<file path="src/rtl/dmem_lsu_pkg.sv">
// Shared types and constants for the data-memory load/store unit.
package dmem_lsu_pkg;

    typedef enum logic [1:0] {
        ST_IDLE,
        ST_BUSY,
        ST_DONE
    } lsu_state_e;

    typedef enum logic [1:0] {
        SZ_B,
        SZ_H,
        SZ_W
    } lsu_size_e;

    localparam logic [3:0] BE_WORD = 4'b1111;
    localparam logic [3:0] BE_LO_H = 4'b0011;
    localparam logic [3:0] BE_HI_H = 4'b1100;

    // Loads size off SpLoad/BorH, stores off SpecialIn/DMemBorH; anything else is a full word.
    function automatic lsu_size_e decode_size(input logic sp_load, input logic borh,
                                              input logic special_in, input logic dmem_borh);
        if ((sp_load && !borh) || (special_in && !dmem_borh)) begin
            return SZ_B;
        end
        if ((sp_load && borh) || (special_in && dmem_borh)) begin
            return SZ_H;
        end
        return SZ_W;
    endfunction

endpackage

</file>
<file path="src/rtl/dmem_lane_fmt.sv">
// Combinational lane formatter: store byte enables / replicated write data,
// and sub-word extraction with sign or zero extension for loads.
module dmem_lane_fmt import dmem_lsu_pkg::*; (
    input  lsu_size_e   size,
    input  logic [1:0]  off,
    input  logic        zero_ext,
    input  logic [31:0] store_data,
    input  logic [31:0] rdata,
    output logic [3:0]  be,
    output logic [31:0] wdata,
    output logic [31:0] load_data
);

    logic [7:0]  byte_v;
    logic [15:0] half_v;

    always_comb begin
        byte_v = rdata[7:0];
        case (off)
            2'd1:    byte_v = rdata[15:8];
            2'd2:    byte_v = rdata[23:16];
            2'd3:    byte_v = rdata[31:24];
            default: byte_v = rdata[7:0];
        endcase
        half_v = off[1] ? rdata[31:16] : rdata[15:0];
    end

    // Halfwords pick their lane from off[1] only; off[0] never moves a halfword.
    always_comb begin
        be        = BE_WORD;
        wdata     = store_data;
        load_data = rdata;
        case (size)
            SZ_B: begin
                be        = 4'b0001 << off;
                wdata     = {4{store_data[7:0]}};
                load_data = zero_ext ? {24'h0, byte_v} : {{24{byte_v[7]}}, byte_v};
            end
            SZ_H: begin
                be        = off[1] ? BE_HI_H : BE_LO_H;
                wdata     = {2{store_data[15:0]}};
                load_data = zero_ext ? {16'h0, half_v} : {{16{half_v[15]}}, half_v};
            end
            default: begin
                be        = BE_WORD;
                wdata     = store_data;
                load_data = rdata;
            end
        endcase
    end

endmodule

</file>
<file path="src/rtl/dmem_lsu.sv">
// Multi-cycle load/store unit with a single req/ack data-memory port.
// Optional misalignment trap enabled by defining LSU_ALIGN_CHECK_EN.
module dmem_lsu import dmem_lsu_pkg::*; #(
    parameter int ADDR_W = 32,
    parameter int DATA_W = 32
) (
    input  logic              clk,
    input  logic              rst_n,
    input  logic              MemtoReg,
    input  logic              MemWrite,
    input  logic              SpLoad,
    input  logic              BorH,
    input  logic              SorU,
    input  logic              SpecialIn,
    input  logic              DMemBorH,
    input  logic [ADDR_W-1:0] Addr,
    input  logic [DATA_W-1:0] WData,
    output logic              Stall,
    output logic [DATA_W-1:0] LoadData,
    output logic              LoadValid,
    output logic              AlignErr,
    output logic              mem_req,
    output logic              mem_we,
    output logic [ADDR_W-1:0] mem_addr,
    output logic [3:0]        mem_be,
    output logic [DATA_W-1:0] mem_wdata,
    input  logic              mem_ack,
    input  logic [DATA_W-1:0] mem_rdata
);

    lsu_state_e  state, state_d;
    lsu_size_e   size_in, size_q, fmt_size;
    logic [1:0]  off_q, fmt_off;
    logic        zext_q, fmt_zext;
    logic        is_load_q;
    logic        access, start, misalign;
    logic [3:0]  fmt_be;
    logic [31:0] fmt_wdata, fmt_load;

    assign access  = MemtoReg | MemWrite;
    assign size_in = decode_size(SpLoad, BorH, SpecialIn, DMemBorH);
    assign start   = (state == ST_IDLE) && access;

`ifdef LSU_ALIGN_CHECK_EN
    logic align_err_q;
    assign misalign = ((size_in == SZ_H) && Addr[0]) ||
                      ((size_in == SZ_W) && (Addr[1:0] != 2'b00));
    assign AlignErr = (state == ST_DONE) && align_err_q;
`else
    assign misalign = 1'b0;
    assign AlignErr = 1'b0;
`endif

    // The formatter sees live inputs while launching and the captured access while waiting for data.
    assign fmt_size = (state == ST_IDLE) ? size_in : size_q;
    assign fmt_off  = (state == ST_IDLE) ? Addr[1:0] : off_q;
    assign fmt_zext = (state == ST_IDLE) ? SorU : zext_q;

    dmem_lane_fmt u_lane_fmt (
        .size       (fmt_size),
        .off        (fmt_off),
        .zero_ext   (fmt_zext),
        .store_data (WData),
        .rdata      (mem_rdata),
        .be         (fmt_be),
        .wdata      (fmt_wdata),
        .load_data  (fmt_load)
    );

    always_comb begin
        state_d = state;
        case (state)
            ST_IDLE: if (access) state_d = misalign ? ST_DONE : ST_BUSY;
            ST_BUSY: if (mem_ack) state_d = ST_DONE;
            ST_DONE: state_d = ST_IDLE;
            default: state_d = ST_IDLE;
        endcase
    end

    assign Stall     = start || (state == ST_BUSY);
    assign LoadValid = (state == ST_DONE) && is_load_q && !AlignErr;

    always_ff @(posedge clk or negedge rst_n) begin
        if (!rst_n) begin
            state     <= ST_IDLE;
            size_q    <= SZ_W;
            off_q     <= 2'b00;
            zext_q    <= 1'b0;
            is_load_q <= 1'b0;
            mem_req   <= 1'b0;
            mem_we    <= 1'b0;
            mem_addr  <= '0;
            mem_be    <= 4'b0000;
            mem_wdata <= '0;
            LoadData  <= '0;
`ifdef LSU_ALIGN_CHECK_EN
            align_err_q <= 1'b0;
`endif
        end else begin
            state <= state_d;
            if (start) begin
                size_q    <= size_in;
                off_q     <= Addr[1:0];
                zext_q    <= SorU;
                is_load_q <= !MemWrite;
`ifdef LSU_ALIGN_CHECK_EN
                align_err_q <= misalign;
`endif
                if (!misalign) begin
                    mem_req   <= 1'b1;
                    mem_we    <= MemWrite;
                    mem_addr  <= {Addr[ADDR_W-1:2], 2'b00};
                    mem_be    <= MemWrite ? fmt_be : BE_WORD;
                    mem_wdata <= fmt_wdata;
                end
            end
            if ((state == ST_BUSY) && mem_ack) begin
                mem_req <= 1'b0;
                mem_we  <= 1'b0;
                if (is_load_q) LoadData <= fmt_load;
            end
        end
    end

endmodule

</file>
<file path="config.mk">
export PLATFORM = sky130hd
export DESIGN_NAME = dmem_lsu
export DESIGN_NICKNAME = d
export VERILOG_FILES = /design/src/rtl/dmem_lsu_pkg.sv /design/src/rtl/dmem_lane_fmt.sv /design/src/rtl/dmem_lsu.sv
export SDC_FILE = /design/constraint.sdc
export NUM_CORES = 1
export LEC_CHECK = 0
export CAP_MARGIN = 20
export CORE_ASPECT_RATIO = 1.2
export CORE_MARGIN = 4
export CORE_UTILIZATION = 46
export CTS_CLUSTER_DIAMETER = 100
export CTS_CLUSTER_SIZE = 10
export DETAILED_ROUTE_END_ITERATION = 10
export PLACE_DENSITY = 0.84
export SYNTH_ARGS = -nofsm -noshare
export SYNTH_HDL_FRONTEND = slang
export SYNTH_SLANG_ARGS = --single-unit
</file>
<file path="constraint.sdc">
create_clock -name clk -period 3.4 [get_ports clk]
set_input_delay 0.51 -clock clk [delete_from_list [all_inputs] [get_ports clk]]
set_output_delay 0.51 -clock clk [all_outputs]
set_load 0.03 [all_outputs]
</file>
* Yosys cells after proc, flatten, opt, wreduce, memory -nomap -nowiden
Cells that the tools add are included.
** Storage, ports and cells
- Logic and storage cells :: 65
- Flip-flop bits (word level) :: 108
- Input port bits :: 106
- Output and inout port bits :: 105
** Cells by class
- Reduce and logical (&&, ||, !) cells :: 18
- Equality and inequality tests :: 8
- Shift-type cells :: 1
- Multiplexer cells :: 26
- Bitwise logic cells :: 1
** Operators with widths (number)
- $pmux 32 s2 :: 2
- $mux 32 :: 2
- $pmux 8 s3 :: 1
- $mux 16 :: 1
- $mux 2 :: 8
- $mux 1 :: 8
- $mux 4 :: 2
- $pmux 4 s2 :: 1
- $logic_and 1x1->1 :: 7
- $eq 2x1->1 const B :: 3
- $eq 2x2->1 const B :: 3
- $logic_not 2->1 :: 2
- $ne 2x2->1 const B :: 2
- $pmux 2 s2 :: 1
- $reduce_and 2->1 :: 2
- $shl 1x2->4 const A :: 1
- $logic_not 1->1 :: 3
- $logic_or 1x1->1 :: 3
- $reduce_bool 2->1 :: 1
- $or 1x1->1 :: 1

* Logic depth before layout (Yosys ltp)
Gate-level depths: netlist of run 1.
- Depth after elaboration :: 11
- Depth in mapped cells :: 8
- Depth with buffers taken out :: 6

* By module
From an unflattened synthesis of run 1, not the netlist that was laid out.
** Second synthesis, totals
- Cell total of the unflattened synthesis :: 451
- Area total of the unflattened synthesis :: 5551.6 µm²
** Modules (own cells, without submodules)
- dmem_lsu :: area an instance 4294.1 µm², cells an instance 260, sequential area each 2703.8 µm², times used 1
- dmem_lane_fmt :: area an instance 1257.5 µm², cells an instance 191, sequential area each 0.0 µm², times used 1

* Worst setup path before layout of run 1
No wires, ideal clock.
- Kind :: register to output
- From :: register state[0]
- To :: output port Stall
- Data arrival time :: 1.642 ns
- Data required time :: 2.890 ns
- Path buffers :: 3
- Cell stages (with the launch flop) :: 7
- Path slack :: 1.248 ns
- Cells stage by stage :: dfrtp_1 > nor2_1 > buf_2 > o21ai_1 > clkbuf_1 > clkbuf_1 > nand2_1
** Between the ends
- Cells in the longest elaborated chain, start to end :: 3
- Elaborated cells between the ends (all ways) :: 4
- Classes of those cells :: eq/ne (1); reduce/logical (3)
** RTL lines
- start, declared :: RTL line dmem_lsu.sv:31 : lsu_state_e state, state_d;
- start signal, assigned :: RTL line dmem_lsu.sv:100 : state <= state_d;
- $logic_not 2->1 :: RTL line dmem_lsu.sv:42 : assign start = (state == ST_IDLE) && access;
- $logic_and 1x1->1 :: RTL line dmem_lsu.sv:42
- $logic_or 1x1->1 * :: RTL line dmem_lsu.sv:80 : assign Stall = start || (state == ST_BUSY);
- end, declared :: RTL line dmem_lsu.sv:18 : output logic Stall,
Every way passes the cells marked *; elsewhere a longest branch is shown, timed or not.

* Worst setup path after layout of run 1
- From :: input port Addr[0]
- To :: register LoadData[28]
** Between the ends
- Cells in the longest elaborated chain, start to end :: 5
- Elaborated cells between the ends (all ways) :: 7
- Classes of those cells :: eq/ne (3); mux (4)
** RTL lines
- start, declared :: RTL line dmem_lsu.sv:16 : input logic [ADDR_W-1:0] Addr,
- $mux 2 * :: RTL line dmem_lsu.sv:56 : assign fmt_off = (state == ST_IDLE) ? Addr[1:0] : off_q;
- $eq 2x2->1 or $eq 2x1->1 (tied branches) :: RTL line dmem_lane_fmt.sv:19 : case (off)
- $pmux 8 s3 * :: RTL line dmem_lane_fmt.sv:19
- $mux 32 * :: RTL line dmem_lane_fmt.sv:37 : load_data = zero_ext ? {24'h0, byte_v} : {{24{byte_v[7]}}, byte_v};
- $pmux 32 s2 * :: RTL line dmem_lane_fmt.sv:33 : case (size)
- end signal, assigned :: RTL line dmem_lsu.sv:120 : if (is_load_q) LoadData <= fmt_load;
- end, declared :: RTL line dmem_lsu.sv:19 : output logic [DATA_W-1:0] LoadData,
Marks and branches as above.
A chain may end at the register's enable or synchronous reset.

==> impl_metrics.toml, run 1 <==
[cells_and_area]
n_fill_cell = 828
drive_gt1_share_pct = 5.58
nNetsFinal = 871
diodes = 0
area_growth_pct = 49.4

[critical_path]
cp_num_buf_inv = 1
r2r-end = "LoadData[4]"
crit_fanout = 16
endpoint = "LoadData[28]"
end_kind = "flop"
cp_slowest_cell = "a311oi_4"
critical_path_arrival_ns = 2.94
cp.depth = 7
critPathTopFamily = "compound AO/OA/AOI/OAI gates"
reg2reg_slack_ns = 0.69
r2r-start = "state[1]"
r2r_cells = 7
cp_slowest_stage_delay_ns = 0.65
worstSetupPathType = "input port to flop"
cp-start-kind = "input port"
required_ns = 3.58
crit_start = "Addr[0]"
path_cells = "clkdlybuf4s50_1 > or3b_1 > and3_4 > a211oi_2 > nor4_2 > a311oi_4 > a21oi_1"

[route]
avgRoutedWirePerCell_um = 17.8
drc = 0
vias = 4972
drtIter0Drc = 319
totalWireLength_um = 16000
drt-vias-per-instance = 5.53
dr.pass1.iters = 5
ant_nets = 0

[global_route]
global_route.overflow_total = 0
grt_max_degree = 81
track_usage_pct = 24.7
grt_antenna_before_repair = 0
grt_pass1_wl_um = 25200
grt_pass1_vias = 5076

[synth]
synth_warnings = 0
synth_top_family_by_area = "simple AND/OR/NAND/NOR gates"
synth_cell_types = 52
synth-compound-area-share_pct = 16.4
synthSimpleGateAreaFrac_pct = 24.2
synth_area_um2 = 5050
synth.avg_cell_area_um2 = 8.85
synth-xor-area-share_pct = 0
netlist_instances = 571
synthMuxAreaShare_pct = 2.20
synth_seq_cells = 108
synth-adder-area-share_pct = 0
seq_area_frac_synth_pct = 53.5

[run_status]
status = "finished, final reports clean"

[power]
power.internal_w = 0.00442
p_switching_w = 0.00379
total_power_w = 0.00821
power_per_cell_area_nw_per_um2 = 1090
p_seq_share_pct = 28.2
swShare_pct = 46.2
pwr-share-clk_pct = 12.5
pwr-share-comb_pct = 59.2
peakVddDrop_uv = 567
power.leakage_nw = 3.33

[floorplan]
fp.dieW_um = 104
row_count = 41
io_pins = 211
die_h_um = 123
initial_utilization_pct = 47.6
core_area_um2 = 10600
dieArea_um2 = 12700

[clock_tree]
cts_setup_buffers = 0
cts_hold_buf = 0
clkSlewWorstSetupHoldPaths_ns = 0.07
cts_resized = 0
cts_buffers = 9
cts.path.max_buffers = 2
clk_latency_ns = 0.34
root_buffer = "clkbuf_16"
cts_tree = "yes"
clock_sinks = 108
cts_max_level = 3

[timing]
clock.fmax_ghz = 0.362
tightestPinTransition_ns = 0.789
fin_crit_ns = 2.76
max-slew-margin-rel_pct = 47.2
setup_tns_ns = 0
post-route-period-util_pct = 81.2
timing.hold.ws_ns = 0.127
rsz0062_at_grt = "false"
fin_worst_skew_ns = 0.00680
final_hold_viol_count = 0
setup_violations = 0
maxSlewViolCount = 0

[flow_run]
maxCapViolations = 0

[place]
gp_congestion = 0.909
dpl.hpwl_um = 12000
placement.io_buffers = 207

[worst_hold_path]
hold_class = "input port to asynchronous set/reset pin"
## cells by family after synthesis
group	after synthesis
simple gates	290
mux	11
compound gates	121
buf+inv	40
other cells	1
flops	108
## cell usage after synthesis (all sizes together)
master,count,share of area [%]
o22ai,1,0.12
and2,4,0.50
o31ai,1,0.15
a31o,1,0.17
conb,1,0.074
nand3b,1,0.15
a222oi,8,1.6
nand2b,6,0.74
a311oi,1,0.52
nor2,62,4.6
nor4bb,6,1.2
mux2i,10,2.0
o22a,1,0.17
a221oi,1,0.17
inv,2,0.15
buf,15,1.8
a22oi,9,1.3
o21ai,24,2.4
nand4,1,0.12
or3,1,0.12
or2,3,0.37
mux2,1,0.22
and3,6,0.84
or3b,1,0.17
o21a,1,0.15
nand2,191,14
and3b,1,0.17
and4b,1,0.20
dfrtp,107,53
o221ai,5,0.87
a21oi,31,3.1
a21o,14,2.1
a31oi,10,1.2
nor3,2,0.20
nand3,2,0.20
a211oi,7,1.1
o32a,3,0.59
dfstp,1,0.52
nor4,2,0.37
o211ai,3,0.54
clkbuf,23,1.7
## cells in the final DEF, fill, tap and decap left out, types with 2 or more instances in the layout
cell,count
mux2i_1,10
inv_1,2
nor4bb_1,6
nand2b_1,6
nand2_1,190
nor2_1,61
a21oi_1,30
a21o_1,14
a22oi_1,9
o221ai_1,5
a211oi_1,6
buf_4,12
clkdlybuf4s50_1,206
o211ai_1,2
nor3_1,2
nand3_1,2
clkbuf_16,9
a31oi_1,10
o21ai_0,21
clkbuf_8,4
and3_1,5
and2_1,4
or2_2,2
dfrtp_1,107
o21ai_4,2
a222oi_1,8
conb_1,3
o32a_1,3
## flip-flops by register name (all words and copies together) (netlist names)
name       flops
LoadData      32
is_load_q      1
mem_addr      30
mem_be         4
mem_req        1
mem_wdata     32
mem_we         1
off_q          2
size_q         2
state          2
zext_q         1
## worst min path at each step
stage	start	endpoint	slack, ns	cells past startpoint
CTS	rst_n	LoadData[28]	0.38	1
global route	rst_n	LoadData[3]	0.16	1
detailed placement	mem_wdata[7]	mem_wdata[7]	0.46	2
floorplan	rst_n	LoadData[0]	0.21	0
global placement	mem_addr[25]	mem_addr[25]	0.46	2
finish	rst_n	LoadData[3]	0.13	1
## routing by layer
metal | wire length [um] | share of wire [%] | global-route usage [%]
met5 | 0 | 0 | 0
met4 | 360 | 2.2 | 8.65
met3 | 1440 | 9.0 | 8.05
met2 | 8070 | 50 | 43.3
met1 | 6150 | 38 | 28.6
## cell type report
type | count | area (um2) | share of cell area (%)
Tap cell | 129 | 161 | 2.14
Sequential cell | 108 | 2700 | 35.8
Multi-Input combinational cell | 425 | 2200 | 29.2
Clock buffer | 14 | 284 | 3.76
Timing Repair Buffer | 219 | 2170 | 28.8
Inverter | 2 | 7.51 | 0.0995
Clock inverter | 2 | 16.3 | 0.216
## per-stage QoR
step	util (%)	worst slack [ns]	area [um2]	cells
after floorplan	-	1.25	5060	573
after global placement	68.1	0.448	7230	882
after detailed placement	68.1	0.321	7230	882
after CTS	70.9	0.709	7530	898
after global routing	71.1	0.465	7550	899
final	71.1	0.641	7550	899
## power groups by stage
stage / registers (W) / clock network [W] / logic [W]
floorplan: 0.00345 / 0 / 0.00180
global placement: 0.00230 / 0 / 0.00473
detailed placement: 0.00233 / 0 / 0.00485
CTS: 0.00232 / 0.00105 / 0.00487
global route: 0.00240 / 0.00110 / 0.00520
finish: 0.00232 / 0.00103 / 0.00486
Power figures use the tool's default switching activity.
==> run 2: changes to the inputs <==
Settings changed: CORE_UTILIZATION 46 to 43, PLACE_DENSITY 0.84 to 0.8.
Clock period 3.4 ns to 2.7 ns, I/O delays scaled along.
==> run 2 against run 1 <==
Against the previous run: die area up 6.5%; core utilization down 4.7 points; cell count up 3.9%; first-iteration DRC count down 14%; non-clock buffer count up 7; routed wire length up 0.88%; sequential share of layout area down 0.43 points; cell area up 1.2%; critical path depth unchanged; global-route usage down 1.3 points; setup slack worse by 0.30 ns.
==> impl_metrics.toml, run 2 (synthesis gave the netlist of run 1 again) <==
[global_route]
grt_antenna_before_repair = 0
grt_pass1_wl_um = 25300
track_usage_pct = 23.4
grt_pass1_vias = 5052
global_route.overflow_total = 0
grt_max_degree = 62

[route]
drt-vias-per-instance = 5.31
dr.pass1.iters = 5
drc = 0
ant_nets = 0
totalWireLength_um = 16200
drtIter0Drc = 274
avgRoutedWirePerCell_um = 17.3
vias = 4963

[clock_tree]
clkSlewWorstSetupHoldPaths_ns = 0.07
clk_latency_ns = 0.34
cts.path.max_buffers = 2
cts_max_level = 3
cts_resized = 0
root_buffer = "clkbuf_16"
cts_setup_buffers = 0
cts_hold_buf = 0
cts_buffers = 9
cts_tree = "yes"
clock_sinks = 108

[place]
dp.cells = 918
placement.io_buffers = 207
gp_congestion = 0.904
dpl.hpwl_um = 12200

[critical_path]
cp_slowest_cell = "nor2_1"
required_ns = 2.89
path_cells = "clkdlybuf4s50_1 > or3b_1 > and3_4 > a211oi_2 > nor4_2 > nor2_1 > a21oi_1"
cp-start-kind = "input port"
critPathTopFamily = "simple AND/OR/NAND/NOR gates"
end_kind = "flop"
cp_slowest_stage_delay_ns = 0.49
critical_path_arrival_ns = 2.55
crit_fanout = 8
cp_num_buf_inv = 1
worstSetupPathType = "input port to flop"

[cells_and_area]
reg_top3 = "LoadData x32, mem_wdata x32, mem_addr x30"
drive_gt1_share_pct = 6.44
n_fill_cell = 961
layout_commonest_cell = "clkdlybuf4s50_1"
layout_common_cells = "clkdlybuf4s50_1 (205), nand2_1 (190), dfrtp_1 (107)"
stdcell_count = 934
nNetsFinal = 878
area_growth_pct = 51.2
diodes = 0

[worst_hold_path]
hold_class = "input port to asynchronous set/reset pin"

[power]
pwr-share-comb_pct = 59.5
power_per_cell_area_nw_per_um2 = 1360
p_seq_share_pct = 28.0
power.leakage_nw = 3.37
power.internal_w = 0.00565
pwr-share-clk_pct = 12.5
peakVddDrop_uv = 668
swShare_pct = 45.8
p_switching_w = 0.00477

[timing]
final_hold_viol_count = 0
maxSlewViolCount = 0
fin_crit_ns = 2.36
fin_worst_skew_ns = 0.00931
timing.hold.ws_ns = 0.145
clock.fmax_ghz = 0.424
tightestPinTransition_ns = 0.786
setup_violations = 0
max-slew-margin-rel_pct = 47.6
post-route-period-util_pct = 87.4
rsz0062_at_grt = "false"

[flow_run]
maxCapViolations = 0

[floorplan]
dieArea_um2 = 13600
fp.dieW_um = 107
core_area_um2 = 11500
die_h_um = 127
row_count = 43
io_pins = 211
initial_utilization_pct = 43.9

[run_status]
status = "finished, final reports clean"
[run 2: final timing paths]
| path | from | to | slack (ns) | cells past startpoint |
|---|---|---|---|---|
| worst min-delay path | rst_n | zext_q | 0.14 | 1 |
| max in group asynchronous | rst_n | size_q[0] | 1.84 | 2 |
| worst max register to register | state[1] | LoadData[20] | 0.36 | 7 |
| min in group clk | mem_addr[27] | mem_addr[27] | 0.47 | 2 |
| worst max-delay path | Addr[0] | LoadData[15] | 0.34 | 7 |
| worst min register to register | mem_addr[27] | mem_addr[27] | 0.47 | 2 |
[run 2: final cells by class]
type | count | area (um2) | area share, %
Sequential cell | 108 | 2700 | 35.4
Clock inverter | 4 | 48.8 | 0.639
Tap cell | 157 | 196 | 2.57
Clock buffer | 12 | 246 | 3.23
Multi-Input combinational cell | 425 | 2200 | 28.8
Inverter | 2 | 7.51 | 0.0983
Timing Repair Buffer | 226 | 2230 | 29.2
[run 2: metrics by stage]
stage | total power (W) | utilization [%] | worst slack, ns | setup TNS [ns] | cell area [um2]
2_1_floorplan | 0.00661 | - | 0.616 | 0 | 5060
3_3_place_gp | 0.00897 | 63.8 | 0.0945 | 0 | 7340
3_5_place_dp | 0.00915 | 63.8 | -0.00481 | -0.00594 | 7340
4_1_cts | 0.0105 | 66.4 | 0.355 | 0 | 7640
5_1_grt | 0.0110 | 66.4 | 0.161 | 0 | 7640
6_report | 0.0104 | 66.4 | 0.340 | 0 | 7640
[run 2: power by group through the flow]
stage | logic (W) | clock network [W] | registers (W)
detailed placement | 0.00621 | 0 | 0.00294
global placement | 0.00608 | 0 | 0.00289
CTS | 0.00623 | 0.00133 | 0.00292
finish | 0.00620 | 0.00131 | 0.00292
global route | 0.00663 | 0.00139 | 0.00302
floorplan | 0.00227 | 0 | 0.00434
[run 2: metal layers]
| metal | vias to the layer above | track usage, % | share of wire (%) |
|---|---|---|---|
| met4 | 0 | 10.9 | 3.1 |
| met5 | - | 0 | 0 |
| met2 | 233 | 39.0 | 49 |
| li1 | 2332 | - | - |
| met3 | 35 | 6.06 | 9.0 |
| met1 | 2363 | 28.2 | 39 |
==> run 3: changes to the inputs <==
Settings changed: SKIP_LAST_GASP from default to 1.
==> results of run 3 <==
Final layout, timing and power as in run 2 (identical DEF).
